## src/rtl/md_out.sv

```systemverilog
// md_out: sign correction, result selection and valid/ready handoff for the mul/div path
module md_out #(
  parameter int DATA_WIDTH = 32
) (
  input  logic                    clk_i,
  input  logic                    reset_i,
  input  logic                    start_i,
  input  logic                    kill_i,
  input  logic [3:0]              md_op_i,
  input  logic                    x_msb_i,
  input  logic                    y_msb_i,
  input  logic                    d_exception_i,
  input  logic [DATA_WIDTH-1:0]   d_exception_result_i,
  input  logic                    core_done_i,
  input  logic [2*DATA_WIDTH-1:0] prod_i,
  input  logic [DATA_WIDTH-1:0]   quot_i,
  input  logic [DATA_WIDTH-1:0]   rem_i,
  output logic [DATA_WIDTH-1:0]   result_o,
  output logic                    valid_o,
  input  logic                    ready_i,
  output logic                    busy_o
);
  typedef enum logic [1:0] {IDLE, WAIT, FIX, HOLD} state_t;
  state_t state, nxt;
  logic [3:0] op;
  logic xs, ys, neg, neg_c;
  logic [2*DATA_WIDTH-1:0] raw, fixed;
  logic [DATA_WIDTH-1:0] sel, res;
  assign busy_o = state != IDLE;
  assign valid_o = state == HOLD;
  assign neg_c = (op[0] & (op[2] | op[1])) ? 1'b0 : op[1] ? xs : xs ^ ys;
  assign fixed = neg ? -raw : raw;
  assign sel = (op[2] | op[1:0] == 2'b00) ? fixed[DATA_WIDTH-1:0] : fixed[2*DATA_WIDTH-1:DATA_WIDTH];
  assign res = op[3] ? DATA_WIDTH'($signed(sel[31:0])) : sel;
  always_comb begin
    nxt = kill_i ? IDLE :
          state == IDLE ? (start_i ? (d_exception_i ? HOLD : WAIT) : IDLE) :
          state == WAIT ? (core_done_i ? FIX : WAIT) :
          state == FIX  ? HOLD :
          (ready_i ? IDLE : HOLD);
  end
  always_ff @(posedge clk_i) begin
    if (!reset_i) state <= IDLE;
    else state <= nxt;
  end
  always_ff @(posedge clk_i) begin
    if (!reset_i) begin
      op <= '0;
      xs <= 1'b0;
      ys <= 1'b0;
      neg <= 1'b0;
      raw <= '0;
      result_o <= '0;
    end else if (!kill_i) begin
      if (state == IDLE && start_i) begin
        op <= md_op_i;
        xs <= x_msb_i;
        ys <= y_msb_i;
        if (d_exception_i) result_o <= d_exception_result_i;
      end
      if (state == WAIT && core_done_i) begin
        raw <= op[2] ? {{DATA_WIDTH{1'b0}}, op[1] ? rem_i : quot_i} : prod_i;
        neg <= neg_c;
      end
      if (state == FIX) result_o <= res;
    end
  end
endmodule

```

## config.mk

```make
export PLATFORM = sky130hd
export DESIGN_NAME = md_out
export DESIGN_NICKNAME = d
export VERILOG_FILES = /design/src/rtl/md_out.sv
export SDC_FILE = /design/constraint.sdc
export NUM_CORES = 1
export LEC_CHECK = 0
export BUFFER_PORTS_ARGS = -buffer_cell sky130_fd_sc_hd__buf_2
export CAP_MARGIN = 30
export CORE_ASPECT_RATIO = 1.4
export CORE_MARGIN = 2
export CORE_UTILIZATION = 55
export CTS_CLUSTER_DIAMETER = 50
export DETAILED_ROUTE_END_ITERATION = 7
export PLACE_DENSITY_LB_ADDON = 0.05
export SLEW_MARGIN = 20
export SYNTH_ARGS = -nofsm -noshare
export SYNTH_HDL_FRONTEND = slang
export SYNTH_SLANG_ARGS = --single-unit
```

## constraint.sdc

```tcl
create_clock -name clk_i -period 7.4 [get_ports clk_i]
set_input_delay 1.11 -clock clk_i [delete_from_list [all_inputs] [get_ports clk_i]]
set_output_delay 1.11 -clock clk_i [all_outputs]
set_load 0.05 [all_outputs]
```

==> impl_results.md <==
- Outcome: finished, final reports clean
- First DRT Iteration DRCs: 529
- Cell Area, Placed: approximately 0.008 sq mm
- CTS tree: done
- Synthesized flop and latch total: between 100 and 150
- Hold Path Class: reg2reg
- Vias in the first global route: around 6500
- DRT antenna net count: 0
- # nets final: 1248
- Post-DP HPWL: around 16 mm
- H-tree depth: 3
- Sequential area share after synthesis: around 30%
- Setup bufs post-CTS: 0
- Power per cell area: roughly 170 mW/mm^2
- Design Area, Final: approximately 0.0083 sq mm
- CP max FO: 8
- CTS max path bufs: 2
- Worst-path cell chain: or4_1, or3_1, nor3_1, nand2_2, o41ai_2, xor2_1, o22ai_1
- Final slew viol count: 0
- NetSw: 448 uW
- Netlist cell types: 63
- Fin. Hold Viols: 0
- Synth Flop Type: dfxtp_1
- R2R Path End: result_o[15]
- Critical Path RT: about 7.6 ns
- Internal power component: approximately 940 uW
- DRC: 0
- Tmin final: 3.30 ns
- Full die area: 0.0136 sq mm
- Tightest Pin Transition: between 0.9 and 1 ns
- Syn Std Cell Area: approximately 0.0069 sq mm
- Sw Share: around a third
- Family with the most delay on the worst path: simple AND/OR/NAND/NOR gates
- Combinational Power Share: between 20% and 30%
- Area Overhead vs Synth: 19.4%
- Diode count: 0
- Skew-Pair Late Insertion Delay: about 0.36 ns
- Die H: 137 um
- WS Path Type: reg2reg
- Hold path cells: 2
- Slowest cell on crit path: nor3_1
- Largest net degree at the start of global routing: 98
- Setup TNS: 0 ns
- Worst Hold End: raw[36]
- R2r startpoint: raw[0]
- Cells after Synth: 916
- Part of the cycle the worst path needs: 44.6%
- Startpoint Class: flop
- Max IR drop VDD: 0.108 mV
- Worst Clk Skew: 0.0116 ns
- Most frequent cells in the layout: 205 x buf_2, 166 x nand2_1, 102 x dfxtp_1
- Setup-failing EPs final: 0
- Cts repair resizes: 0
- Share of cells above drive strength 1: 24.0%
- Critical path endpoint category: flop
- Pleak: between 3 and 4 nW
- Largest stage delay on the critical path: a little over 0.8 ns
- Initial Utilization: a little under three fifths
- PortBufs: roughly 210
- Clock power frac: ~33%
- Via count: around 7400
- Synthesized area per cell: 7.59 sq um
- Sequential share of power: between 40% and 50%
- I/O Pins: 207
- WL/cell: 17.3 um
- Synth Warn #: 0
- Core area: 0.0123 sq mm
- Max_cap viols: 0
- Worst slew margin: 37.2%
- Hold buffers post-CTS: 0
- Post-synth ARST share: 0%
- Grt total ovfl: 0
- Initial antenna violation count: 0
- Worst r2r path cells: 7
- Commonest non-fill, non-tap cell in the layout: buf_2
- Row count: 48
- First-pass GRT wire length: ~33 mm
- Vias per Instance: approximately 6.0
- CP arrival: 3.54 ns
- Syn_nets: approximately 1100
- Worst path buffer plus inverter count: 0
- Clock-pin slew on the worst setup and hold paths: ~0.070 ns
- Total GRT Usage: between 30% and 40%
- DRT Pass-1 Iters: 7
- Clock Tree Root: clkbuf_16
- Unrepaired setup endpoints after global routing: false
- EDFF count, synth: 0
- RD Place Congestion: about 0.97
- CTS sink cnt: ~100
- Hold Path Origin: raw[36]
- Die width: slightly below 100 um
- Routed WL: 21.2 mm
- R2R setup slack: roughly 4 ns
- Fmax: ~300 MHz
- CTS Buf Count: 9
[final cells by class]
class	instances	area (sq um)
tap	150	188
clock inverter	5	38.8
inverter	8	30.0
sequential	104	2080
multi-input combinational	730	4550
fill	1161	4010
timing repair buffer	221	1170
clock buffer	11	243
[through the flow]
stage | total power, mW | hold slack, ns | setup WS, ns | std cells | util, %
2_1_floorplan | 0.827 | 0.454 | 4.73 | 916 | -
3_3_place_gp | 0.931 | 0.479 | 3.98 | 1210 | 64.8
3_5_place_dp | 0.934 | 0.483 | 4.02 | 1210 | 64.8
4_1_cts | 1.39 | 0.492 | 4.11 | 1226 | 67.1
5_1_grt | 1.44 | 0.521 | 4.01 | 1229 | 67.4
6_report | 1.39 | 0.490 | 4.10 | 1229 | 67.4
[per-layer routing]
layer	part of all wire [%]	routed length, um	GRT usage (%)
met3	7.8	1650	4.85
met4	2.4	519	10.6
met1	43	9140	41.2
met2	47	9900	50.5
met5	0	0	0
[how the worst max path moves through the flow]
| stage | start | to | slack (ns) | cells past startpoint |
|---|---|---|---|---|
| final | raw[0] | result_o[15] | 4.10 | 7 |
| after CTS | raw[0] | result_o[15] | 4.11 | 7 |
| after floorplan | raw[8] | result_o[19] | 4.73 | 9 |
| after detailed placement | reset_i | result_o[10] | 4.02 | 5 |
| after global routing | raw[0] | result_o[15] | 4.01 | 7 |
| after global placement | reset_i | result_o[10] | 3.98 | 5 |
[synthesized netlist by cell type (7+ instances only)]
cell type	instances	area [sq um]
or3_1	24	150
buf_1	11	41.3
o41ai_1	7	61.3
nor3_1	17	85.1
nor2_1	57	214
or4_1	7	52.6
a21boi_0	63	473
nand3_1	32	160
nor2b_1	7	43.8
nor4_1	14	87.6
o21ai_0	40	200
a31oi_1	16	100
inv_1	8	30.0
nand2_1	166	623
a21oi_1	29	145
nand3b_1	37	278
mux2i_1	50	500
o211ai_1	41	308
xnor2_1	15	131
clkbuf_1	60	225
a221oi_1	8	70.1
dfxtp_1	104	2080
xor2_1	15	131
[state kept, by name, summed over array words and instances, names as in the netlist]
name / cells
raw: 64
xs: 1
ys: 1
result_o: 32
op: 3
state: 2
neg: 1
[worst min-delay path, cell delays in order, from the launching register on]
cell      delay (ns)
dfxtp_1         0.33
nand2_1         0.05
a21boi_0        0.06
[power groups by stage]
stage | sequential (mW) | combinational, mW | clock, mW
3_5_place_dp | 0.610 | 0.324 | 0
2_1_floorplan | 0.634 | 0.193 | 0
6_report | 0.594 | 0.332 | 0.462
4_1_cts | 0.597 | 0.325 | 0.465
3_3_place_gp | 0.609 | 0.322 | 0
5_1_grt | 0.596 | 0.361 | 0.488
[kinds of logic after synthesis]
| kind of cell | Yosys count | share of synthesized area (%) |
|---|---|---|
| simple gates | 395 | 28.4 |
| compound gates | 252 | 25.4 |
| flops | 104 | 30.0 |
| buf+inv | 82 | 4.75 |
| mux | 52 | 7.53 |
| xor+xnor | 30 | 3.78 |
| fa+ha+maj | 1 | 0.180 |
No activity file was read; power rests on OpenSTA's default activity.
